<file path="src/rtl/shift_reg_seq_pkg.sv">
// Shared definitions for the iterative shift unit: widths, opcodes and FSM encodings.
package shift_reg_seq_pkg;

    localparam int DEF_DATA_W  = 32;
    localparam int DEF_SHAMT_W = 5;

    typedef enum logic [2:0] {
        OP_LOAD = 3'b000,
        OP_SLL  = 3'b001,
        OP_SRL  = 3'b010,
        OP_SRA  = 3'b011,
        OP_ROL  = 3'b100,
        OP_ROR  = 3'b101
    } shift_op_e;

    typedef enum logic [1:0] {
        ST_IDLE  = 2'd0,
        ST_SHIFT = 2'd1,
        ST_DONE  = 2'd2
    } state_e;

endpackage

</file>
<file path="src/rtl/shift_reg_seq_step.sv">
// Single-bit shift/rotate step; LOAD and the reserved opcodes pass data through.
module shift_reg_seq_step
    import shift_reg_seq_pkg::*;
#(
    parameter int DATA_W = DEF_DATA_W
) (
    input  logic [DATA_W-1:0] d,
    input  logic [2:0]        op,
    output logic [DATA_W-1:0] q
);

    always_comb begin
        q = d;
        case (op)
            OP_SLL:  q = {d[DATA_W-2:0], 1'b0};
            OP_SRL:  q = {1'b0, d[DATA_W-1:1]};
            OP_SRA:  q = {d[DATA_W-1], d[DATA_W-1:1]};
            OP_ROL:  q = {d[DATA_W-2:0], d[DATA_W-1]};
            OP_ROR:  q = {d[0], d[DATA_W-1:1]};
            default: q = d;
        endcase
    end

endmodule

</file>
<file path="src/rtl/shift_reg_seq.sv">
// Multicycle shift unit: loads an operand on start, shifts one position per clock,
// then pulses done for one cycle and holds the result until the next start.
module shift_reg_seq
    import shift_reg_seq_pkg::*;
#(
    parameter int DATA_W  = DEF_DATA_W,
    parameter int SHAMT_W = DEF_SHAMT_W   // 2**SHAMT_W must equal DATA_W
) (
    input  logic               clk,
    input  logic               reset,
    input  logic               start,
    input  logic [2:0]         shift_op,
    input  logic [SHAMT_W-1:0] n_in,
    input  logic [DATA_W-1:0]  data_in,
    output logic [DATA_W-1:0]  data_out,
    output logic               busy,
    output logic               done,
    output logic [1:0]         state_dbg
);

    // Handshake: start is honoured only while IDLE (busy low); once accepted the
    // inputs are copied, further starts are ignored until done has pulsed and
    // the unit is back in IDLE. done marks the single cycle data_out is final.

    state_e             state_q, state_nxt;
    logic [DATA_W-1:0]  data_q, data_nxt;
    logic [SHAMT_W-1:0] cnt_q, cnt_nxt;
    logic [2:0]         op_q, op_nxt;
    logic [DATA_W-1:0]  step_out;
    logic               busy_q, done_q;

    shift_reg_seq_step #(
        .DATA_W(DATA_W)
    ) u_step (
        .d  (data_q),
        .op (op_q),
        .q  (step_out)
    );

    always_comb begin
        state_nxt = state_q;
        data_nxt  = data_q;
        cnt_nxt   = cnt_q;
        op_nxt    = op_q;
        case (state_q)
            ST_IDLE: begin
                if (start) begin
                    state_nxt = ST_SHIFT;
                    data_nxt  = data_in;
                    cnt_nxt   = n_in;
                    op_nxt    = shift_op;
                end
            end
            ST_SHIFT: begin
                if (cnt_q != '0) begin
                    data_nxt = step_out;
                    cnt_nxt  = cnt_q - SHAMT_W'(1);
                end else begin
                    state_nxt = ST_DONE;
                end
            end
            ST_DONE:  state_nxt = ST_IDLE;
            default:  state_nxt = ST_IDLE;
        endcase
    end

    // busy/done come straight from flops, computed from the next state.
    always_ff @(posedge clk or negedge reset) begin
        if (!reset) begin
            state_q <= ST_IDLE;
            data_q  <= '0;
            cnt_q   <= '0;
            op_q    <= OP_LOAD;
            busy_q  <= 1'b0;
            done_q  <= 1'b0;
        end else begin
            state_q <= state_nxt;
            data_q  <= data_nxt;
            cnt_q   <= cnt_nxt;
            op_q    <= op_nxt;
            busy_q  <= (state_nxt != ST_IDLE);
            done_q  <= (state_nxt == ST_DONE);
        end
    end

    assign data_out  = data_q;
    assign busy      = busy_q;
    assign done      = done_q;
    assign state_dbg = state_q;

endmodule

</file>
<file path="config.mk">
export PLATFORM = sky130hd
export DESIGN_NAME = shift_reg_seq
export DESIGN_NICKNAME = d
export VERILOG_FILES = /design/src/rtl/shift_reg_seq_pkg.sv /design/src/rtl/shift_reg_seq_step.sv /design/src/rtl/shift_reg_seq.sv
export SDC_FILE = /design/constraint.sdc
export NUM_CORES = 1
export LEC_CHECK = 0
export BUFFER_PORTS_ARGS = -buffer_cell sky130_fd_sc_hd__buf_2
export CAP_MARGIN = 20
export CELL_PAD_IN_SITES_DETAIL_PLACEMENT = 1
export CELL_PAD_IN_SITES_GLOBAL_PLACEMENT = 2
export CORE_MARGIN = 4
export CORE_UTILIZATION = 31
export CTS_BUF_LIST = sky130_fd_sc_hd__clkbuf_4 sky130_fd_sc_hd__clkbuf_8
export DETAILED_ROUTE_END_ITERATION = 12
export GPL_TIMING_DRIVEN = 0
export PLACE_DENSITY_LB_ADDON = 0.1
export SLEW_MARGIN = 20
export SYNTH_ARGS = -nofsm -noshare
export SYNTH_HDL_FRONTEND = slang
export SYNTH_HIERARCHICAL = 1
export SYNTH_SLANG_ARGS = --single-unit
export TNS_END_PERCENT = 50
</file>
<file path="constraint.sdc">
create_clock -name clk -period 2.8 [get_ports clk]
set_clock_uncertainty 0.2 [all_clocks]
set_input_delay 0.14 -clock clk [delete_from_list [all_inputs] [get_ports clk]]
set_output_delay 0.14 -clock clk [all_outputs]
set_load 0.02 [all_outputs]
</file>
==> results.json <==
{
  "syn_to_final_growth_pct": 29.87,
  "wl_um": 11270,
  "synth_compound_area_share_pct": 12.66,
  "synth_cells": 347,
  "wl_per_cell_um": 18.44,
  "tightestPinTransition_ps": 700.9,
  "antenna_found_initial": 0,
  "p_sw_mw": 3.052,
  "synth_cell_type_count": 45,
  "synth-edff-count": 0,
  "clk_latency_ps": 310,
  "cp-start-kind": "flop",
  "ys_async_sr_fraction_pct": 100.0,
  "sequentialPowerShare_pct": 20.4,
  "ctsHoldBuffers": 38,
  "yosys.area_share.xor_xnor_pct": 0,
  "yosysWarnings": 6,
  "cts_max_path_buffers": 2,
  "ir_drop_uv": 613.0,
  "internal_power_mw": 3.821,
  "pwr-share-clk_pct": 7.6,
  "final_nets": 514,
  "synth_top_family_by_area": "multiplexers",
  "cts_tree": "yes",
  "antenna_cells": 0,
  "synth_nets": 391,
  "worstPathMaxFanout": 10,
  "synthFlopType": "dfrtp_1",
  "final_core_util_pct": 41.78,
  "die_width_um": 115.0,
  "power_leakage_nw": 2.092,
  "routed.top_layer": "met4",
  "track_usage_pct": 17.80,
  "fmax_mhz": 434.3,
  "syn_area_per_cell_um2": 10.23,
  "ys_seq_elements": 44,
  "setup_violations": 0,
  "fp-row-count": 38,
  "maxSlewViolCount": 0,
  "stdcell_area_mm2": 0.004608,
  "total_power_mw": 6.873,
  "grt_overflow": 0,
  "cts.sinks": 44,
  "rsz0062_at_grt": "no",
  "pin_count": 79,
  "cap_violations": 0,
  "routabilityCongestion": 0.7702,
  "floorplan.die_area_mm2": 0.01322,
  "drive_above_1_share_pct": 42.25,
  "p_comb_share_pct": 72.0,
  "grt_pass1_vias": 3472,
  "cellPowerDensity_mw_per_mm2": 1492,
  "outcome": "complete, no violations",
  "arrival_ps": 2300,
  "synth-simple-area-share_pct": 21.72,
  "setup_tns_ps": 0,
  "vias": 3095,
  "cp-end-kind": "flop",
  "firstDrtPassIters": 4,
  "cts_setup_buffers": 0,
  "clk_pin_slew_worst_paths_ps": 90,
  "cp_data_required_time_ps": 2800,
  "yosysSeqAreaShare_pct": 31.03,
  "met1_length_um": 5406,
  "drtIter0Drc": 88,
  "placed_area_mm2": 0.004114,
  "hp-class": "input port to flop",
  "path_class": "flop to flop",
  "coreArea_mm2": 0.01103,
  "hold_viol_final": 0,
  "wl_met3_um": 324,
  "post-route-drc-count": 0,
  "yosys.area_share.adder_pct": 0.3526,
  "die_h_um": 115.0,
  "io_buffers": 78,
  "grt_pass1_wl_um": 18670,
  "wl_met2_um": 5458,
  "hpwl_um": 8030,
  "swShare_pct": 44.40,
  "layout_min_cycle_time_ps": 2303,
  "cts_root_buf": "clkbuf_8",
  "viasPerCell": 5.065,
  "numCtsBuffers": 5,
  "finalCritPeriodShare_pct": 82.24,
  "htreeDepth": 2,
  "start_util_pct": 32.17,
  "drtAntennaViolNets": 0,
  "relSlewSlack_pct": 53.17,
  "netlist_area_mm2": 0.003548,
  "synth.mux.area_fraction_pct": 27.26,
  "cts_resized": 0,
  "grt_max_degree": 45
}
==> power by group through the flow <==
stage	Sequential, mW	Combinational, mW	Clock (mW)
finish	1.40	4.95	0.521
global route	1.48	5.40	0.562
CTS	1.42	4.99	0.546
detailed placement	1.43	4.92	0
global placement	1.41	4.83	0
floorplan	1.63	3.52	0
==> state kept, by name, indices dropped and copies added (netlist names) <==
signal	flops
busy	1
cnt_q	5
data_out	32
done	1
op_q	3
state_dbg	2
==> worst paths after layout <==
kind / slack, ps / endpoint / depth (start not counted) / start
max: 500 / data_out[24]$_DFFE_PN0P_ / 7 / cnt_q[0]$_DFFE_PN0P_
min: 9 / data_out[20]$_DFFE_PN0P_ / 3 / data_in[20]
max reg2reg: 500 / data_out[24]$_DFFE_PN0P_ / 7 / cnt_q[0]$_DFFE_PN0P_
min reg2reg: 310 / done$_DFF_PN0_ / 1 / cnt_q[4]$_DFFE_PN0P_
max in group asynchronous: 1820 / data_out[1]$_DFFE_PN0P_ / 2 / reset
min in group asynchronous: 180 / data_out[25]$_DFFE_PN0P_ / 2 / reset
==> synth_stat cells, types with 3 or more instances <==
cell type	count	area, um^2
a211o_1	6	52.55
a21oi_1	8	40.04
a221o_1	22	220.2
buf_2	10	50.05
buf_6	8	90.09
clkbuf_1	3	11.26
dfrtp_1	44	1101
inv_1	7	26.28
mux2_2	47	529.3
mux2_4	25	375.4
mux2i_1	4	40.04
nand2_1	4	15.01
nand3_1	4	20.02
nor2_1	41	153.9
nor2_2	3	18.77
nor2_4	10	112.6
nor2b_1	28	175.2
nor3_1	31	155.2
nor3b_1	3	22.52
o21ai_0	6	30.03
==> per-layer routing <==
layer  GRT usage, %  vias up
li1               -     1512
met1          24.02     1526
met2          30.79       50
met3          2.368        7
met4          3.052        0
met5              0        -
==> logic make-up (layout without fill, tap and decap cells) <==
group,Yosys count,in the layout
muxes,78,78
adders and majority gates,1,1
buffers and inverters,33,157
and+or+nand+nor,136,136
DFF,44,44
AOI/OAI and AO/OA,55,55
==> placed cells by master (no fill, tap or decap), drive strengths merged, types with 2 or more instances in the layout <==
cell type      n
buf          101
mux2          74
nor2          54
dfrtp         44
dlygate4sd3   38
nor3          31
nor2b         28
a221o         22
clkbuf         9
a21oi          8
inv            7
a211o          6
o21ai          6
nand3          4
mux2i          4
nand2          4
nor3b          3
nand2b         3
or3b           2
or3            2
o21a           2
a22oi          2
==> layout make-up <==
type	instances	area [um^2]
Timing Repair Buffer	116	773.2
Buffer	26	221.5
Fill cell	1280	6422
Inverter	7	26.28
Clock inverter	2	35.03
Tap cell	140	175.2
Clock buffer	6	76.32
Sequential cell	44	1101
Multi-Input combinational cell	270	2200
==> worst max-delay path, stage by stage, from the launching register on <==
cell	delay (ps)
dfrtp_1	420
inv_1	80
ha_1	200
or4b_4	480
a21o_1	200
buf_6	160
buf_12	160
mux2_4	290
==> through the flow <==
stage                     hold slack, ps  instances  setup WS, ps
after floorplan                   -355.6        347         650.1
after CTS                          2.897        611         465.4
after global routing               3.466        611         372.4
after detailed placement           189.5        565         482.3
after global placement             180.7        565         493.1
final                              9.168        611         497.2
Note: power is estimated with default switching activity, not from simulation.
